`config.mk`:
```
export PLATFORM = sky130hd
export DESIGN_NAME = instr_fetch
export DESIGN_NICKNAME = d
export VERILOG_FILES = /design/src/rtl/fetch_pkg.sv /design/src/rtl/fetch_fifo.sv /design/src/rtl/instr_fetch.sv
export SDC_FILE = /design/constraint.sdc
export NUM_CORES = 1
export LEC_CHECK = 0
export ABC_AREA = 1
export CORE_ASPECT_RATIO = 1.25
export CORE_UTILIZATION = 49
export CTS_CLUSTER_DIAMETER = 200
export CTS_CLUSTER_SIZE = 10
export DETAILED_ROUTE_END_ITERATION = 16
export PLACE_DENSITY = 0.77
export SLEW_MARGIN = 20
export SYNTH_ARGS = -nofsm -noshare
export SYNTH_HDL_FRONTEND = slang
export SYNTH_SLANG_ARGS = --single-unit
```
`constraint.sdc`:
```
create_clock -name clk -period 8.9 [get_ports clk]
set_input_delay 1.78 -clock clk [delete_from_list [all_inputs] [get_ports clk]]
set_output_delay 1.78 -clock clk [all_outputs]
set_load 0.03 [all_outputs]
```
`src/rtl/fetch_pkg.sv`:
```
// Shared types and defaults for the instruction fetch unit.
package fetch_pkg;

    localparam logic [31:0] RESET_PC_DEF = 32'h0100_0000;
    localparam logic [31:0] IM_BASE_DEF  = 32'h0100_0000;
    localparam int          NO_REG_DEF   = 1024;

    typedef enum logic {
        ST_RUN   = 1'b0,
        ST_FAULT = 1'b1
    } fetch_state_e;

    typedef enum logic [1:0] {
        CAUSE_NONE     = 2'b00,
        CAUSE_MISALIGN = 2'b01,
        CAUSE_RANGE    = 2'b10,
        CAUSE_BUS      = 2'b11
    } fault_cause_e;

    typedef struct packed {
        logic [31:0] pc;
        logic [31:0] data;
    } fetch_entry_t;

endpackage

```
`src/rtl/fetch_fifo.sv`:
```
// Two-entry in-order buffer of fetched instructions tagged with their address.
module fetch_fifo
    import fetch_pkg::*;
(
    input  logic         clk,
    input  logic         rst,
    input  logic         flush,
    input  logic         push,
    input  fetch_entry_t push_entry,
    input  logic         pop,
    output fetch_entry_t head,
    output logic [1:0]   count
);

    fetch_entry_t mem [2];
    logic         wr_ptr;
    logic         rd_ptr;
    logic         do_push;
    logic         do_pop;

    // A push into a full buffer is only legal when the head leaves the same cycle.
    assign do_pop  = pop && (count != 2'd0);
    assign do_push = push && ((count != 2'd2) || do_pop);

    always_ff @(posedge clk or posedge rst) begin
        if (rst) begin
            mem[0] <= '0;
            mem[1] <= '0;
            wr_ptr <= 1'b0;
            rd_ptr <= 1'b0;
            count  <= 2'd0;
        end else if (flush) begin
            wr_ptr <= 1'b0;
            rd_ptr <= 1'b0;
            count  <= 2'd0;
        end else begin
            if (do_push) begin
                mem[wr_ptr] <= push_entry;
                wr_ptr      <= ~wr_ptr;
            end
            if (do_pop) begin
                rd_ptr <= ~rd_ptr;
            end
            count <= count + 2'(do_push) - 2'(do_pop);
        end
    end

    assign head = (count != 2'd0) ? mem[rd_ptr] : '0;

endmodule

```
`src/rtl/instr_fetch.sv`:
```
// Instruction fetch: one-deep memory pipeline feeding a 2-entry decode buffer,
// with redirect handling and misalign/range/bus fault reporting.
module instr_fetch
    import fetch_pkg::*;
#(
    parameter logic [31:0] RESET_PC = RESET_PC_DEF,
    parameter logic [31:0] IM_BASE  = IM_BASE_DEF,
    parameter int          NO_REG   = NO_REG_DEF
) (
    input  logic        clk,
    input  logic        rst,
    output logic [31:0] instr_Raddr,
    output logic        instr_REn,
    output logic        I_valid,
    output logic        instr_WEn,
    output logic [31:0] W_instr,
    output logic        I_clr,
    input  logic [31:0] R_instr,
    input  logic        I_err,
    input  logic        redirect_valid,
    input  logic [31:0] redirect_pc,
    output logic        instr_valid,
    output logic [31:0] instr,
    output logic [31:0] instr_pc,
    input  logic        decode_ready,
    output logic        fault,
    output logic [1:0]  fault_cause,
    output logic [31:0] fault_pc
);

    localparam logic [32:0] IM_LO = {1'b0, IM_BASE};
    localparam logic [32:0] IM_HI = {1'b0, IM_BASE} + 33'(NO_REG) * 33'd4;

    fetch_state_e state;
    fault_cause_e cause;
    logic [31:0]  pc;
    logic [31:0]  req_pc;
    logic         outstanding;
    logic [1:0]   count;
    fetch_entry_t head;
    fetch_entry_t resp_entry;
    logic [2:0]   used;
    logic         resp_ok;
    logic         resp_err;
    logic         pop;
    logic         slot_free;
    logic         want;
    logic         misalign;
    logic         out_range;
    logic         issue;

    // A response is present in the cycle after its request; redirect discards it.
    assign resp_ok  = outstanding && !redirect_valid && !I_err;
    assign resp_err = outstanding && !redirect_valid && I_err;
    assign pop      = instr_valid && decode_ready;

    // Occupancy after this cycle's pop, so a draining buffer sustains 1/cycle.
    assign used      = {1'b0, count} + {2'b00, outstanding} - {2'b00, pop};
    assign slot_free = used < 3'd2;

    assign want      = !rst && (state == ST_RUN) && !redirect_valid && !resp_err && slot_free;
    assign misalign  = pc[1:0] != 2'b00;
    assign out_range = ({1'b0, pc} < IM_LO) || ({1'b0, pc} >= IM_HI);
    assign issue     = want && !misalign && !out_range;

    assign I_valid     = issue;
    assign instr_REn   = issue;
    assign instr_Raddr = issue ? pc : '0;
    assign instr_WEn   = 1'b0;
    assign W_instr     = '0;
    assign I_clr       = 1'b0;

    always_ff @(posedge clk or posedge rst) begin
        if (rst) begin
            state       <= ST_RUN;
            cause       <= CAUSE_NONE;
            pc          <= RESET_PC;
            req_pc      <= '0;
            outstanding <= 1'b0;
            fault_pc    <= '0;
        end else if (redirect_valid) begin
            state       <= ST_RUN;
            cause       <= CAUSE_NONE;
            pc          <= redirect_pc;
            outstanding <= 1'b0;
            fault_pc    <= '0;
        end else begin
            outstanding <= issue;
            if (issue) begin
                req_pc <= pc;
                pc     <= pc + 32'd4;
            end
            if (resp_err) begin
                state    <= ST_FAULT;
                cause    <= CAUSE_BUS;
                fault_pc <= req_pc;
            end else if (want && misalign) begin
                state    <= ST_FAULT;
                cause    <= CAUSE_MISALIGN;
                fault_pc <= pc;
            end else if (want && out_range) begin
                state    <= ST_FAULT;
                cause    <= CAUSE_RANGE;
                fault_pc <= pc;
            end
        end
    end

    assign resp_entry = '{pc: req_pc, data: R_instr};

    fetch_fifo u_fifo (
        .clk        (clk),
        .rst        (rst),
        .flush      (redirect_valid),
        .push       (resp_ok),
        .push_entry (resp_entry),
        .pop        (pop),
        .head       (head),
        .count      (count)
    );

    assign instr_valid = count != 2'd0;
    assign instr       = head.data;
    assign instr_pc    = head.pc;
    assign fault       = state == ST_FAULT;
    assign fault_cause = cause;

endmodule

```
==> out/qor.txt, run 1 <==
total of max-cap violations: 0
DR pass1 iterations: 5
Die Y: 171 um
RR Endpoint: fault_pc[1]
Post-synth EDFFs: 0
DR vias/cell: 5.17
grt total ovfl: 0
Syn-to-layout area delta: 20.7%
worst vdd ir: 0.139 mV
hold path endpoint: u_fifo.mem[34]
largest cells by area after synthesis: dfrtp_1 52%, nand2_1 16%, a21oi_1 4.4%
core area: 22300 sq um
worst-path maximum fanout: 41
clock sinks: 232
WS Path Type: input pin to output pin
cts bufs inserted: 27
CTS Buffer Depth: 3
most common flop cell mapped by yosys: dfrtp_1
worst hold path class: register to register
post-detail-place hpwl: 16.7 mm
number of gates resized after CTS: 0
Detail Route Antenna Nets: 0
Initial Utilization: 50.1%
Post-CTS Setup Bufs: 0
Tcrit/Tclk final: 82.1%
DR iter-0 viols: 743
die area: 23400 sq um
Synth cell types: 31
Area after DPL: 12800 sq um
number of global-route vias before repair: 8827
leakage power: 6.36 nW
Total GRT Usage: 23.6%
Worst slew margin: 25.8%
Crit path arrival time: 5.53 ns
largest net degree at the start of global routing: 143
result of the run: finished, final reports clean
Final setup violation count: 0
Max Clock Skew: 0.0129 ns
Util after Layout: 60.5%
Synth area leader: dfrtp_1
Nets: 1597
global-route wire length before repair: 44.4 mm
average cell area after synthesis: 7.99 sq um
filler cell count: 1916
I/O pins: 237
CTS tree: yes
drt wl/cell: 15.1 um
RSZ-0062 raised after global routing: no
post-cts hold buffer count: 0
top-area cell type share of the netlist area: 51.7%
worst r2r src: u_fifo.count[1]
residual DRC count: 0
Final min period: 7.31 ns
final hold violations: 0
HP Start: u_fifo.mem[34]
Max Fclk: 137 MHz
Root Buffer: clkbuf_16
total negative slack: 0 ns
IO buf count: 181
Clock Latency Late Sink: 0.52 ns
top post-synthesis cells by count: 488 x nand2_1, 231 x dfrtp_1, 98 x a21oi_1
Worst R2R Path Depth: 15
# diodes: 0
Yosys reg bits: 232
Slew @ Worst Pin: 1.11 ns
initial antenna violation count: 0
cell area after synthesis: 11200 sq um
Rows: 61
pwr/cell area: 185 nW/um^2
Worst-path clk slew: 0.05 ns
most frequent cell after synthesis: nand2_1
synthesis warning total: 0
WL final: 27.3 mm
layout cells sized above 1: 3.85%
Worst R2R Setup Slack: 4.64 ns
hold-critical path depth: 2
Data required, critical path: 7.12 ns
nature of the critical path endpoint: output pin
share of synthesized registers carrying an async set or reset: 100%
Die W: 137 um
Slew Limit Fails: 0
critical path launch point type: input pin
cells after synthesis: 1398
cell area after layout: 13500 sq um
GP Congestion: 0.837
H-Tree Depth: 1
via count: 9392
sequential share of the synthesized area: 52.0%
==> through the flow <==
stage	cells	setup slack, ns	hold slack (ns)	power [mW]
after floorplan	1452	0.760	0.453	1.43
after global placement	1776	1.72	0.465	1.55
after detailed placement	1776	1.60	0.473	1.56
after CTS	1815	1.57	0.486	2.52
after global routing	1815	1.31	0.492	2.60
final	1815	1.59	0.482	2.49
==> worst max-delay path, stage by stage <==
cell and delay (ns):
clkdlybuf4s50_1 0.46, inv_1 0.05, nor2_1 0.21, ha_1 0.29, inv_1 0.07, nand2_1 0.06
fa_1 0.49, nand2_1 0.09, nor2_4 0.19, nand3_4 0.13, nor2_4 0.74, nand2_1 0.17
inv_1 0.10, clkdlybuf4s50_1 0.66
==> report_power, final <==
group	switching, mW	internal, mW	leakage (nW)	total, mW
combinational	0.277	0.123	3.02	0.400
clock	0.400	0.550	0.350	0.949
sequential	0.0427	1.10	2.99	1.14
==> metal layers <==
layer / track usage [%] / share of wire [%]
met5: 0 / 0
met4: 6.83 / 1.9
met3: 3.20 / 6.6
met2: 38.8 / 48
met1: 32.5 / 43
==> worst max path at each step <==
stage                      start        endpoint  slack [ns]
CTS                 decode_ready  instr_Raddr[7]        1.57
detailed placement  decode_ready  instr_Raddr[7]        1.60
floorplan                    rst           fault        0.76
finish              decode_ready  instr_Raddr[6]        1.59
global placement    decode_ready  instr_Raddr[7]        1.72
global route        decode_ready  instr_Raddr[4]        1.31
==> kinds of logic after synthesis <==
| group | after synthesis | share of synthesized area, % |
|---|---|---|
| AOI/OAI and AO/OA | 245 | 11.2 |
| xor gates and xnor gates | 6 | 0.470 |
| adders and majority gates | 6 | 0.739 |
| buffers and inverters | 252 | 11.4 |
| DFF | 232 | 52.0 |
| other | 1 | 0.0336 |
| and+or+nand+nor | 656 | 24.1 |
==> cells in the final DEF, fill, tap and decap left out <==
cell type        netlist  layout
conb_1                 1      55
inv_1                 97      95
xor2_1                 4       4
nand2_1              488     487
clkbuf_1              43      11
clkdlybuf4s50_1        0     180
clkbuf_16              0      27
dfrtp_2                0       1
nor2_4                 2       3
buf_4                 60      10
o21ai_1               61      61
xnor2_1                2       2
o21ai_0               82      82
ha_1                   5       5
a21oi_1               98      98
buf_2                 30       1
nand4_1               33      33
dfstp_2                1       1
buf_6                  9       2
nand3_1               78      78
a21boi_4               1       1
and2_1                 1       1
dfrtp_1              231     230
o211ai_1               1       1
inv_2                  3       4
nand3_4                1       1
inv_6                  0       1
or2_4                  0       1
inv_8                  0       1
fa_1                   1       1
a21o_1                 1       1
a21oi_4                1       1
nand3_2                1       1
nor2_1                49      48
nand2_4                2       3
==> layout make-up <==
| type | count | area (sq um) | share of cell area, % |
|---|---|---|---|
| sequential | 232 | 5810 | 43.1 |
| multi-input combinational | 968 | 4310 | 32.0 |
| tap | 283 | 354 | 2.63 |
| inverter | 100 | 383 | 2.84 |
| timing repair buffer | 193 | 1900 | 14.1 |
| clock inverter | 1 | 8.76 | 0.0649 |
| clock buffer | 38 | 717 | 5.32 |
==> sequential cells by signal, indices dropped and copies added (netlist names) <==
signal and flops:
u_fifo.mem 128, u_fifo.count 2, u_fifo.wr_ptr 1, pc 32, fault_pc 32, fault_cause 2
outstanding 1, req_pc 32, fault 1, u_fifo.rd_ptr 1
No activity file was read; power rests on OpenSTA's default activity.
==> run 2: changes to the inputs <==
--- a/config.mk
+++ b/config.mk
@@ -7,11 +7,11 @@
 export LEC_CHECK = 0
 export ABC_AREA = 1
 export CORE_ASPECT_RATIO = 1.25
-export CORE_UTILIZATION = 49
+export CORE_UTILIZATION = 47
 export CTS_CLUSTER_DIAMETER = 200
 export CTS_CLUSTER_SIZE = 10
 export DETAILED_ROUTE_END_ITERATION = 16
-export PLACE_DENSITY = 0.77
+export PLACE_DENSITY = 0.78
 export SLEW_MARGIN = 20
 export SYNTH_ARGS = -nofsm -noshare
 export SYNTH_HDL_FRONTEND = slang
==> constraint.sdc (replaced) <==
create_clock -name clk -period 6.4 [get_ports clk]
set_input_delay 1.28 -clock clk [delete_from_list [all_inputs] [get_ports clk]]
set_output_delay 1.28 -clock clk [all_outputs]
set_load 0.03 [all_outputs]
==> run 2 against run 1 <==
Effect of this change: global-route usage is 0.75 points lower; sequential cell count stayed put; core utilization is 2.2 points lower; combinational power is 40% higher; clock skew is 0.0013 ns higher; worst setup slack worse by 1.1 ns; critical path type unchanged; largest power group unchanged.
==> out/qor.txt, run 2 (same netlist as run 1, synthesis figures left out) <==
Post-CTS Setup Bufs: 0 (unchanged)
Rows: 62 (was 61)
cts bufs inserted: 27 (unchanged)
CTS tree: yes (unchanged)
initial antenna violation count: 0 (unchanged)
most common cell after layout, fill and taps aside: nand2_1 (unchanged)
Syn-to-layout area delta: 21.0% (was 20.7%)
DR iter-0 viols: 674 (was 743)
Data required, critical path: 5.12 ns (was 7.12 ns)
WL final: 27.7 mm (was 27.3 mm)
hold path endpoint: u_fifo.mem[32] (was u_fifo.mem[34])
Tcrit/Tclk final: 91.6%
die area: 24400 sq um (was 23400 sq um)
WS Path Type: input pin to output pin (unchanged)
Nets: 1599 (was 1597)
# diodes: 0 (unchanged)
Sequential Power Share: 45.7% (was 45.8%)
IO buf count: 181 (unchanged)
total power: 3.47 mW (was 2.49 mW)
post-detail-place hpwl: 17.0 mm (was 16.7 mm)
CTS Buffer Depth: 3 (unchanged)
Worst R2R Setup Slack: 3.29 ns (was 4.64 ns)
critical path launch point type: input pin (unchanged)
worst r2r src: u_fifo.count[1] (unchanged)
RR Endpoint: fault_pc[9] (was fault_pc[1])
total negative slack: 0 ns (unchanged)
Final min period: 5.86 ns
Total GRT Usage: 22.9% (was 23.6%)
NetSw: 1.01 mW (was 0.719 mW)
worst-path maximum fanout: 19 (was 41)
final worst slack: 0.539 ns (was 1.59 ns)
Clk pwr share: 38.2% (was 38.1%)
number of gates resized after CTS: 0 (unchanged)
Clock Latency Late Sink: 0.52 ns (about the same)
core area: 23200 sq um (was 22300 sq um)
Detail Route Antenna Nets: 0 (unchanged)
Max Fclk: 171 MHz
Worst slew margin: 28.9% (was 25.8%)
GP Congestion: 0.824 (was 0.837)
cell area after layout: 13500 sq um (about the same)
Fin Hold WS: 0.482 ns (about the same)
leakage power: 6.35 nW (was 6.36 nW)
dpl ws: 0.553 ns (was 1.60 ns)
Area after DPL: 12800 sq um (about the same)
Slew Limit Fails: 0 (unchanged)
global-route wire length before repair: 45.4 mm (was 44.4 mm)
H-Tree Depth: 1 (unchanged)
Worst R2R Path Depth: 14 (was 15)
I/O pins: 237 (unchanged)
Buf/Inv on CP: 5 (unchanged)
cell family with most CP delay: buffers and inverters (was simple AND/OR/NAND/NOR gates)
total of max-cap violations: 0 (unchanged)
Final setup violation count: 0 (unchanged)
number of global-route vias before repair: 8917 (was 8827)
Largest register FFs: 128 (unchanged)
leading cell types in the layout, fill and taps excluded: 487 x nand2_1, 230 x dfrtp_1, 180 x clkdlybuf4s50_1, 98 x a21oi_1, 95 x inv_1 (unchanged)
via count: 9558 (was 9392)
Initial Utilization: 48.2% (was 50.1%)
Max Clock Skew: 0.0142 ns (was 0.0129 ns)
pwr/cell area: 257 nW/um^2 (was 185 nW/um^2)
Die Y: 174 um (was 171 um)
drt wl/cell: 15.2 um (was 15.1 um)
worst hold path class: register to register (unchanged)
result of the run: finished, final reports clean (unchanged)
RSZ-0062 raised after global routing: no (unchanged)
final hold violations: 0 (unchanged)
Comb pwr share: 16.1% (about the same)
nature of the critical path endpoint: output pin (unchanged)
Root Buffer: clkbuf_16 (unchanged)
DR pass1 iterations: 5 (unchanged)
hold-critical path depth: 2 (unchanged)
largest net degree at the start of global routing: 178 (was 143)
grt total ovfl: 0 (unchanged)
Worst-path clk slew: 0.05 ns (about the same)
Crit path arrival time: 4.58 ns (was 5.53 ns)
layout cells sized above 1: 3.98% (was 3.85%)
critical-path cell list: clkdlybuf4s50_1 -> inv_1 -> nor2_1 -> ha_1 -> inv_1 -> nand2_1 -> fa_1 -> nand2_1 -> nor2_4 -> nand3_4 -> nor2_4 -> nand2_1 -> inv_1 -> clkdlybuf4s50_1 (unchanged)
Critical-path top delay cell: clkdlybuf4s50_1 (was nor2_4)
Die W: 140 um (was 137 um)
Most flops, register: u_fifo.mem (unchanged)
DR vias/cell: 5.25 (was 5.17)
Internal: 2.46 mW (was 1.77 mW)
switch share: 29.0% (was 28.9%)
Slew @ Worst Pin: 1.07 ns (was 1.11 ns)
HP Start: u_fifo.mem[32] (was u_fifo.mem[34])
slowest cell delay on critical path: 0.67 ns (was 0.74 ns)
post-cts hold buffer count: 0 (unchanged)
residual DRC count: 0 (unchanged)
filler cell count: 2086 (was 1916)
clock sinks: 232 (unchanged)
worst vdd ir: 0.203 mV (was 0.139 mV)
==> run 2: cell types whose count changed in the layout (fill, tap and decap cells not counted), sizes merged <==
cell | before | now
clkinvlp | 0 | 1
inv | 101 | 100
buf | 13 | 15
==> run 2: final cells by class <==
class | count | area [sq um] | share of cell area (%)
clock buffer | 38 | 717 | 5.30
inverter | 100 | 379 | 2.80
tap | 288 | 360 | 2.67
timing repair buffer | 195 | 1920 | 14.2
sequential | 232 | 5810 | 43.0
multi-input combinational | 968 | 4320 | 32.0
clock inverter | 1 | 8.76 | 0.0648
==> run 2: routing by layer <==
metal | up-vias | GRT usage [%] | routed length [um] | share of wire (%)
met4 | 0 | 8.15 | 736 | 2.7
met2 | 397 | 38.5 | 13400 | 48
li1 | 4582 | - | - | -
met1 | 4528 | 30.3 | 11900 | 43
met5 | - | 0 | 0 | 0
met3 | 51 | 2.87 | 1670 | 6.0
==> run 2: power groups by stage <==
stage	Sequential (mW)	Combinational, mW	Clock (mW)
4_1_cts	1.59	0.564	1.35
3_5_place_dp	1.61	0.561	0
6_report	1.59	0.560	1.32
5_1_grt	1.59	0.612	1.40
2_1_floorplan	1.65	0.338	0
3_3_place_gp	1.61	0.554	0
==> run 2: worst max path at each step <==
stage,from,end,depth (start not counted)
after global routing,decode_ready,instr_Raddr[10],14
after detailed placement,decode_ready,instr_Raddr[7],14
after floorplan,decode_ready,instr_Raddr[2],13
after CTS,decode_ready,instr_Raddr[10],14
after global placement,decode_ready,instr_Raddr[6],14
final,decode_ready,instr_Raddr[10],14
==> run 2: worst reg2reg max path: cells and delay by family, from the launching register on <==
family,cells,cell delay [ns]
buffers and inverters,2,0.16
adders and majority gates,2,0.76
and+or+nand+nor,10,1.61
DFF,1,0.53
==> run 2: per-stage QoR <==
stage,utilization (%),instances
6_report,58.3,1822
5_1_grt,58.3,1822
4_1_cts,58.3,1822
3_5_place_dp,55.2,1783
3_3_place_gp,55.1,1783
2_1_floorplan,-,1452
